### src/rtl/fft_out_serializer.sv
`default_nettype none
// ============================================================================
// Module   : fft_out_serializer
// Brief    : Pair FIFO plus lane serializer for the radix-2 FFT output stream.
//            Tags each sample with SOF/EOF and its index within the frame.
//            Optional macro FFT_SER_FRAME_CNT_EN adds frame_cnt and ovr_flag.
// Revision : 1.0 - initial release
// ============================================================================
module fft_out_serializer #(
  parameter int N     = 4,
  parameter int W     = 16,
  parameter int DEPTH = 2
) (
  input  logic         clk,
  input  logic         rst,
  input  logic         in_vld,
  output logic         in_rdy,
  input  logic [W-1:0] in_re0,
  input  logic [W-1:0] in_im0,
  input  logic [W-1:0] in_re1,
  input  logic [W-1:0] in_im1,
  output logic         out_vld,
  input  logic         out_rdy,
  output logic [W-1:0] out_re,
  output logic [W-1:0] out_im,
  output logic         out_sof,
  output logic         out_eof,
  output logic [N-1:0] out_idx
`ifdef FFT_SER_FRAME_CNT_EN
  ,
  output logic [15:0]  frame_cnt,
  output logic [0:0]   ovr_flag
`endif
);

  localparam int            AW      = $clog2(DEPTH);
  localparam logic [AW:0]   PTR_ONE = {{AW{1'b0}}, 1'b1};
  localparam logic [N-1:0]  CNT_ONE = {{(N-1){1'b0}}, 1'b1};

  typedef enum logic [0:0] {
    L0 = 1'b0,
    L1 = 1'b1
  } lane_e;

  // Storage word layout: {re0, im0, re1, im1}
  logic [4*W-1:0] mem_q [DEPTH];
  logic [AW:0]    wr_ptr_q, wr_ptr_d;
  logic [AW:0]    rd_ptr_q, rd_ptr_d;
  logic [N-1:0]   cnt_q, cnt_d;
  lane_e          lane_q;
  logic           in_rdy_q;

  logic           empty, full_d;
  logic           push, pop, xfer;
  logic [4*W-1:0] rd_word;

  assign empty   = (wr_ptr_q == rd_ptr_q);
  assign in_rdy  = in_rdy_q;
  assign out_vld = !empty;
  assign xfer    = out_vld && out_rdy;
  assign push    = in_vld && in_rdy_q;
  assign pop     = xfer && (lane_q == L1);

  always_comb begin
    wr_ptr_d = wr_ptr_q;
    rd_ptr_d = rd_ptr_q;
    cnt_d    = cnt_q;
    if (push) wr_ptr_d = wr_ptr_q + PTR_ONE;
    if (pop)  rd_ptr_d = rd_ptr_q + PTR_ONE;
    if (xfer) cnt_d    = cnt_q + CNT_ONE;
  end

  // Full when the low bits match but the wrap bits differ.
  assign full_d = (wr_ptr_d[AW] != rd_ptr_d[AW]) &&
                  (wr_ptr_d[AW-1:0] == rd_ptr_d[AW-1:0]);

  always_ff @(posedge clk) begin
    if (rst) begin
      wr_ptr_q <= '0;
      rd_ptr_q <= '0;
      cnt_q    <= '0;
      in_rdy_q <= 1'b1;
    end else begin
      wr_ptr_q <= wr_ptr_d;
      rd_ptr_q <= rd_ptr_d;
      cnt_q    <= cnt_d;
      in_rdy_q <= !full_d;
    end
  end

  always_ff @(posedge clk) begin
    if (push) mem_q[wr_ptr_q[AW-1:0]] <= {in_re0, in_im0, in_re1, in_im1};
  end

  always_ff @(posedge clk) begin
    if (rst) begin
      lane_q <= L0;
    end else begin
      case (lane_q)
        L0:      if (xfer) lane_q <= L1;
        L1:      if (xfer) lane_q <= L0;
        default: lane_q <= L0;
      endcase
    end
  end

  assign rd_word = mem_q[rd_ptr_q[AW-1:0]];

  // Data is forced to zero while empty so stale storage never leaks out.
  always_comb begin
    out_re = '0;
    out_im = '0;
    if (!empty) begin
      if (lane_q == L0) begin
        out_re = rd_word[4*W-1:3*W];
        out_im = rd_word[3*W-1:2*W];
      end else begin
        out_re = rd_word[2*W-1:W];
        out_im = rd_word[W-1:0];
      end
    end
  end

  assign out_idx = cnt_q;
  assign out_sof = out_vld && (cnt_q == '0);
  assign out_eof = out_vld && (&cnt_q);

`ifdef FFT_SER_FRAME_CNT_EN
  logic [15:0] frame_cnt_q;
  logic        ovr_flag_q;

  always_ff @(posedge clk) begin
    if (rst) begin
      frame_cnt_q <= '0;
      ovr_flag_q  <= 1'b0;
    end else begin
      if (xfer && out_eof) frame_cnt_q <= frame_cnt_q + 16'd1;
      if (in_vld && !in_rdy_q) ovr_flag_q <= 1'b1;
    end
  end

  assign frame_cnt = frame_cnt_q;
  assign ovr_flag  = ovr_flag_q;
`endif

endmodule
`default_nettype wire

### config.mk
export PLATFORM = sky130hd
export DESIGN_NAME = fft_out_serializer
export DESIGN_NICKNAME = d
export VERILOG_FILES = /design/src/rtl/fft_out_serializer.sv
export SDC_FILE = /design/constraint.sdc
export NUM_CORES = 1
export LEC_CHECK = 0
export ABC_AREA = 1
export CORE_MARGIN = 2
export CORE_UTILIZATION = 50
export DETAILED_ROUTE_END_ITERATION = 10
export MAX_ROUTING_LAYER = met4
export PLACE_DENSITY = 0.85
export REMOVE_ABC_BUFFERS = 1
export SLEW_MARGIN = 20
export SYNTH_ARGS = -nofsm -noshare
export SYNTH_HDL_FRONTEND = slang
export SYNTH_SLANG_ARGS = --single-unit
### constraint.sdc
create_clock -name clk -period 3.8 [get_ports clk]
set_input_delay 0.57 -clock clk [delete_from_list [all_inputs] [get_ports clk]]
set_output_delay 0.57 -clock clk [all_outputs]
set_load 0.02 [all_outputs]
# Yosys cells after proc, flatten, opt, wreduce, memory -nomap -nowiden
# Memory sizes are Yosys's and may differ from the RTL's. A register that Yosys moved wholly into a read port is not among the register bits.
# Cells that the tools add are included.
totals:
  mem_bits_rw: 128
  regBits: 10
  word_cells: 35
  in_bits: 68
  memories: 1
memory_table:
  columns: ["memory", "depth", "word_bits", "read_ports", "rd_ports_with_merged_regs", "wr", "line_no", "text"]
  rows:
  - ["mem_q", 2, 64, 1, 1, 1, "46", "logic [4*W-1:0] mem_q [DEPTH];"]
op_classes:
  bitwise: 1
  add_sub_neg: 3
  reduce_logical: 10
  muxes: 12
  eq_ne: 3
op_table:
  columns: ["cell", "count"]
  rows:
  - ["$mux 16", 4]
  - ["$logic_and 1x1->1", 6]
  - ["$mux 1", 5]
  - ["$add 2x1->2 const B", 2]
  - ["$add 4x1->4 const B", 1]
  - ["$logic_not 4->1", 1]
  - ["$mux 2", 2]
  - ["$reduce_and 4->1", 1]
  - ["$eq 2x2->1", 1]
  - ["$logic_not 1->1", 2]
  - ["$pmux 1 s2", 1]
  - ["$eq 1x1->1", 1]
  - ["$ne 1x1->1", 1]
  - ["$not 1->1", 1]

# Logic depth before layout (Yosys ltp)
# Gate-level depths: netlist (run 1).
logic_depth:
  word_depth: 8
  depth_mapped: 13
  depth_no_buf: 12

# Worst setup path after synthesis (run 1)
# OpenSTA, ideal clock, no wires.
synth_path:
  kind: "input to register"
  start: "input in_vld"
  end: "memory mem_q[1][0] in the netlist's numbering (enable)"
  t_required_ns: 3.371
  arrival_time_ns: 2.260
  n_path_buf: 0
  slack_ns: 1.111
  path_stages: 3
  path_cell_list: "nand2_1 > inv_1 > ha_1"
synth_via:
  elab_chain_cells: 3
synth_lines:
  columns: ["item", "line_no", "text"]
  rows:
  - ["from (decl)", "16", "input logic in_vld,"]
  - ["$logic_and 1x1->1", "61", "assign push = in_vld && in_rdy_q;"]
  - ["$mux 1", "92", "if (push) mem_q[wr_ptr_q[AW-1:0]] <= {in_re0, in_im0, in_re1, in_im1};"]
  - ["$mux 1 (not written as such)", "92", null]
  - ["to (decl)", "46", null]
# Every way passes these cells.

# Worst setup path in the final report (run 1)
layout_path:
  start: "register rd_ptr_q[0]"
  end: "output out_re[5]"
layout_via:
  elab_chain_cells: 2
layout_lines:
  columns: ["item", "line_no", "text"]
  rows:
  - ["from (decl)", "48", "logic [AW:0] rd_ptr_q, rd_ptr_d;"]
  - ["from (signal assigned)", "85", "rd_ptr_q <= rd_ptr_d;"]
  - ["$eq 2x2->1", "57", "assign empty = (wr_ptr_q == rd_ptr_q);"]
  - ["$mux 16", "113", "if (!empty) begin"]
  - ["to (decl)", "24", "output logic [W-1:0] out_re,"]
# Every way passes these cells.

==> results of run 1 <==
-- per-layer routing --
layer,vias to the layer above,GRT usage,share of wire
met4,0,0.103,0.020
met1,1880,0.223,0.40
met3,24,0.0488,0.058
li1,1869,-,-
met2,169,0.344,0.52
met5,-,-,0
-- critical path, stage by stage (launching register included) --
cell and delay, ns:
dfxtp_2 0.32, inv_2 0.55, buf_4 0.37, nor2_1 0.08, o21ai_0 0.22, nand2_1 0.09, inv_1 0.06, clkdlybuf4s50_1 0.59
-- power groups by stage --
stage	registers, W	clock network (W)	logic, W
floorplan	0.00188	0	0.000322
global placement	0.00186	0	0.000631
detailed placement	0.00187	0	0.000652
CTS	0.00184	0.00176	0.000657
global route	0.00185	0.00182	0.000710
finish	0.00184	0.00174	0.000649
-- layout make-up --
type,instances,area [µm²],area share
tap,140,175,0.0234
clock buffer,17,425,0.0568
clock inverter,14,204,0.0272
multi-input combinational,277,1310,0.174
sequential,138,4050,0.540
timing repair buffer,114,1160,0.155
inverter,46,175,0.0234
-- how the worst max path moves through the flow --
stage	endpoint	slack, ns	cells after the start
floorplan	out_sof	0.14	6
global placement	out_re[5]	1.07	7
detailed placement	out_re[5]	0.96	7
CTS	out_re[5]	0.48	7
global route	out_re[5]	0.32	7
finish	out_re[5]	0.52	7
-- registers in the layout (all words and copies together) (netlist names) --
register	cells
in_rdy	1
out_idx	4
rd_ptr_q	2
lane_q	1
wr_ptr_q	2
mem_q	128
-- through the flow --
step	setup WS (ns)	utilization	power, W
floorplan	0.140	-	0.00220
global placement	1.07	0.625	0.00249
detailed placement	0.959	0.625	0.00252
CTS	0.485	0.682	0.00426
global route	0.323	0.682	0.00438
finish	0.524	0.682	0.00423
-- cells by family (layout without fill, tap and decap cells) --
kind of cell	after synthesis	count (layout)	synth area share
flip-flops	138	138	0.711
AO/OA/AOI/OAI	101	101	0.0898
XOR/XNOR	3	3	0.00462
buffers and inverters	71	191	0.0596
adder cells (fa/ha/maj)	5	5	0.0110
AND/OR/NAND/NOR	168	168	0.124
-- synth_stat cells, types with 2 or more instances --
master | instances | share of area
nor2_1 | 107 | 0.071
nand2_8 | 2 | 0.0070
clkbuf_1 | 8 | 0.0053
xor2_1 | 3 | 0.0046
buf_6 | 8 | 0.016
a21oi_1 | 3 | 0.0026
nand3_1 | 8 | 0.0070
ha_1 | 5 | 0.011
o21ai_1 | 24 | 0.021
nand2_4 | 3 | 0.0059
inv_1 | 43 | 0.028
o21bai_1 | 2 | 0.0026
inv_2 | 2 | 0.0013
nand2_1 | 45 | 0.030
edfxtp_1 | 128 | 0.68
dfxtp_1 | 10 | 0.035
o21ai_0 | 72 | 0.063
buf_2 | 7 | 0.0062
==> results.ini, run 1 <==
[run_status]
status=completed

[worst_hold_path]
hp-class=flop to flop
whs_endpoint=out_idx[3]
hold_path.startpoint=out_idx[3]
worstHoldPathCells=2

[layout]
area_delta_synth_final_pct=31.8
num-fill-cells=773
final_cells=746
drive_above_1_share=0.0792
fin_area_um2=7490
most-common-layout-cells=edfxtp_1 (128), nor2_1 (107), clkdlybuf4s50_1 (107)
final_net_count=667
final_common_cell=edfxtp_1
num_antenna_cells=0

[logic_synthesis]
avgSynthCellArea_um2=11.7
synth_cell_type_count=24
yosys_most_used_dff=edfxtp_1
synth_edf_count=128
synth-seq-area-share=0.711
synthArstFlopShare=0
yosys_warnings=0
netlist_area_um2=5690
synthCells=486
ys_ff_latch=138

[routing]
ant_nets=0
dr.pass1.iters=5
first_iter_violations=294
wl_per_cell_um=15.7
drc=0
wirelength_um=11700
vias=3942
routed_via_density=5.28

[critical_path]
crit_type=flop to primary output
cp-end-kind=primary output
reg2reg_setup_slack_ns=1.45
cp_max_fo=46
arrival_ns=2.71
startpoint_type=flop
crit_required_ns=3.23
reg2reg_from=rd_ptr_q[0]
critPathLaunch=rd_ptr_q[0]
reg2reg_depth=11
r2r-end=in_rdy

[sta]
relSlewSlack=0.493
setup_viol=0
whs_ns=0.540
timing.final.max_slew_violations=0
clock.fmax_ghz=0.305
worst_slew_pin_slew_ns=0.760
fin_crit_ns=3.28
min_period_over_period=0.862
finalClockSkew_ns=0.00778
fin_setup_tns_ns=0
hold_viol_final=0
rsz0062_at_grt=no

[job]
drv_cap=0

[clock_tree]
numClockSinks=138
tritoncts=yes
clk_path_buf_depth=2
cts_max_level=4
cts_hold_buf=0
cts_resized=0
clk_pin_slew_ns=0.05
post-cts-setup-buffers=0
clk_latency_ns=0.41
cts_root_buf=clkbuf_16
cts-buffers-inserted=17

[global_routing]
grt_max_degree=68
antenna_found_initial=0
gr-total-overflow=0
grt_usage=0.203
grt_pass1_wl_um=18700
grt_pass1_vias=3854

[power_and_ir_drop]
swShare=0.238
pwr-share-seq=0.434
leakage_nw=2.88
p_int_w=0.00322
vdd_drop_max_mv=0.344
p_per_area_nw_per_um2=564
p_comb_frac=0.154
clkPwrFrac=0.412
switching_power_w=0.00101

[floorplan]
initial_core_util=0.518
coreArea_um2=11000
num_rows=38
num_io_pins=108
dieArea_um2=12200
die_x_um=111
fp.dieH_um=111

[place]
dpl_cell_area_um2=6870
dp_hpwl_um=7180
io_buffers=107
dp.cells=715
gp_congestion=0.790

Power figures use the tool's default switching activity.
==> inputs of run 2 (changes only) <==
--- a/config.mk
+++ b/config.mk
@@ -9,6 +9,7 @@
 export CORE_MARGIN = 2
 export CORE_UTILIZATION = 50
 export DETAILED_ROUTE_END_ITERATION = 10
+export GPL_TIMING_DRIVEN = 0
 export MAX_ROUTING_LAYER = met4
 export PLACE_DENSITY = 0.85
 export REMOVE_ABC_BUFFERS = 1
==> run 2 against run 1 <==
Effect of this change: clock skew fell by 0.0022 ns; die area did not move; combinational power barely moved; critical endpoint is now out_sof; highest routed layer unchanged.
==> results.ini, run 2 (synthesis results as in run 1) <==
[power_and_ir_drop]
leakage_nw=2.87  ; -0.46%
p_per_area_nw_per_um2=557  ; -1.2%
vdd_drop_max_mv=0.343  ; -0.32%

[sta]
timing.final.max_slew_violations=0  ; unchanged
whs_ns=0.538  ; -0.00201 ns
hold_viol_final=0  ; unchanged
min_period_over_period=0.910  ; +0.0478
worst_slew_pin_slew_ns=0.661  ; -0.0986 ns
setup_viol=0  ; unchanged
relSlewSlack=0.559  ; +0.0664
fin_crit_ns=3.46  ; +0.182 ns
rsz0062_at_grt=no
finalClockSkew_ns=0.00560  ; -0.00218 ns
clock.fmax_ghz=0.289  ; -5.3%
setup_ws_ns=0.342  ; -0.182 ns

[clock_tree]
numClockSinks=138  ; unchanged
clk_pin_slew_ns=0.06  ; about the same
clk_path_buf_depth=2  ; unchanged
cts-buffers-inserted=17  ; unchanged
cts_root_buf=clkbuf_16
cts_hold_buf=0  ; unchanged
tritoncts=yes
cts_max_level=4  ; unchanged
clk_latency_ns=0.41  ; about the same

[global_routing]
grt_pass1_wl_um=18100  ; -3.0%
grt_pass1_vias=3805  ; -1.3%
gr-total-overflow=0  ; unchanged
grt_max_degree=69  ; +1.5%
antenna_found_initial=0  ; unchanged
grt_usage=0.194  ; -0.00834

[place]
dp_hpwl_um=6890  ; -4.0%
pre_cts_slack_ns=0.268  ; -0.691 ns
dp.cells=711  ; -0.56%
gp_congestion=0.739  ; -6.5%
io_buffers=107  ; unchanged

[routing]
first_iter_violations=251  ; -15%
drc=0  ; unchanged
ant_nets=0  ; unchanged
routed_via_density=5.18  ; -2.0%
wirelength_um=11500  ; -1.8%
dr.pass1.iters=5  ; unchanged
wl_per_cell_um=15.5  ; -1.5%
vias=3851  ; -2.3%

[critical_path]
cp_max_fo=65  ; +41%
crit_required_ns=3.23  ; about the same
arrival_ns=2.89  ; +0.18 ns
crit_type=flop to primary output
slowest_stage=dfxtp_4
cp_cell_sequence=inv_4 -> nand2_4 -> nand2_4 -> nand2_8 -> inv_2 -> nor4_1 -> clkdlybuf4s50_1
reg2reg_setup_slack_ns=1.27  ; -0.18 ns
cpPeakStageDelay_ns=0.67  ; +0.08 ns
crit_top_cell=nand2_4
cp-end-kind=primary output
startpoint_type=flop

[layout]
most-common-layout-cells=edfxtp_1 (128), nor2_1 (107), clkdlybuf4s50_1 (107)
final_common_cell=edfxtp_1
area_delta_synth_final_pct=31.8  ; unchanged
final_core_utilization=0.682  ; unchanged
largest_register_ffs=128  ; unchanged
num-fill-cells=768  ; -0.65%
final_net_count=664  ; -0.45%
num_antenna_cells=0  ; unchanged
final_cells=744  ; -0.27%
seq_area_um2=4050  ; about the same
multi_input_area_um2=1330  ; +1.5%
drive_above_1_share=0.0712  ; -0.00802

[floorplan]
dieArea_um2=12200  ; unchanged
coreArea_um2=11000  ; unchanged
num_io_pins=108  ; unchanged
fp.dieH_um=111  ; unchanged
initial_core_util=0.518  ; unchanged
die_x_um=111  ; unchanged
num_rows=38  ; unchanged

[job]
drv_cap=0  ; unchanged

[run_status]
status=completed

[worst_hold_path]
hp-class=flop to flop

==> run 2: worst max-delay path, delay by kind of cell (launching register included) <==
kind / cells / cell delay [ns]
buffers and inverters: 3 / 1.11
AND/OR/NAND/NOR: 4 / 0.68
flip-flops: 1 / 0.67
==> run 2: layer usage <==
| layer | vias to the layer above | track usage | routed length (µm) |
|---|---|---|---|
| met1 | 1812 | 0.226 | 4580 |
| met4 | 0 | 0.0558 | 49 |
| met2 | 170 | 0.328 | 6100 |
| met3 | 7 | 0.0593 | 804 |
| li1 | 1862 | - | - |
| met5 | - | - | 0 |
==> run 2: metrics by stage <==
stage,TNS [ns],total power (W),cell area (µm²)
global placement,-63.45,0.00248,6770
global route,0,0.00436,7490
detailed placement,0,0.00252,6870
finish,0,0.00418,7490
floorplan,0,0.00220,5520
CTS,0,0.00420,7470
==> run 2: worst paths after layout <==
check,start,to,depth (start not counted)
setup reg to reg,rd_ptr_q[0],in_rdy,11
hold reg to reg,out_idx[3],out_idx[3],2
hold / removal,out_idx[3],out_idx[3],2
setup / recovery,rd_ptr_q[0],out_sof,7
==> run 2: cell type report <==
cell class	count	share of cell area
inverters	46	0.0237
clock inverters	14	0.0237
well taps	140	0.0234
repair buffers	111	0.155
multi-input cells	277	0.177
clock buffers	18	0.0573
flip-flops and latches	138	0.540
==> run 2: report_power, final <==
| group | total, W | switching (W) | internal [W] |
|---|---|---|---|
| registers | 0.00184 | 0.0000530 | 0.00179 |
| logic | 0.000646 | 0.000363 | 0.000282 |
| clock network | 0.00169 | 0.000599 | 0.00109 |
==> run 2: timing repair <==
action / 4_1_cts / 5_1_grt
resized for setup: 1 / 0
buffers inserted: 0 / 1
cloned: 0 / 0
endpoints found under the setup margin: 28 / 1
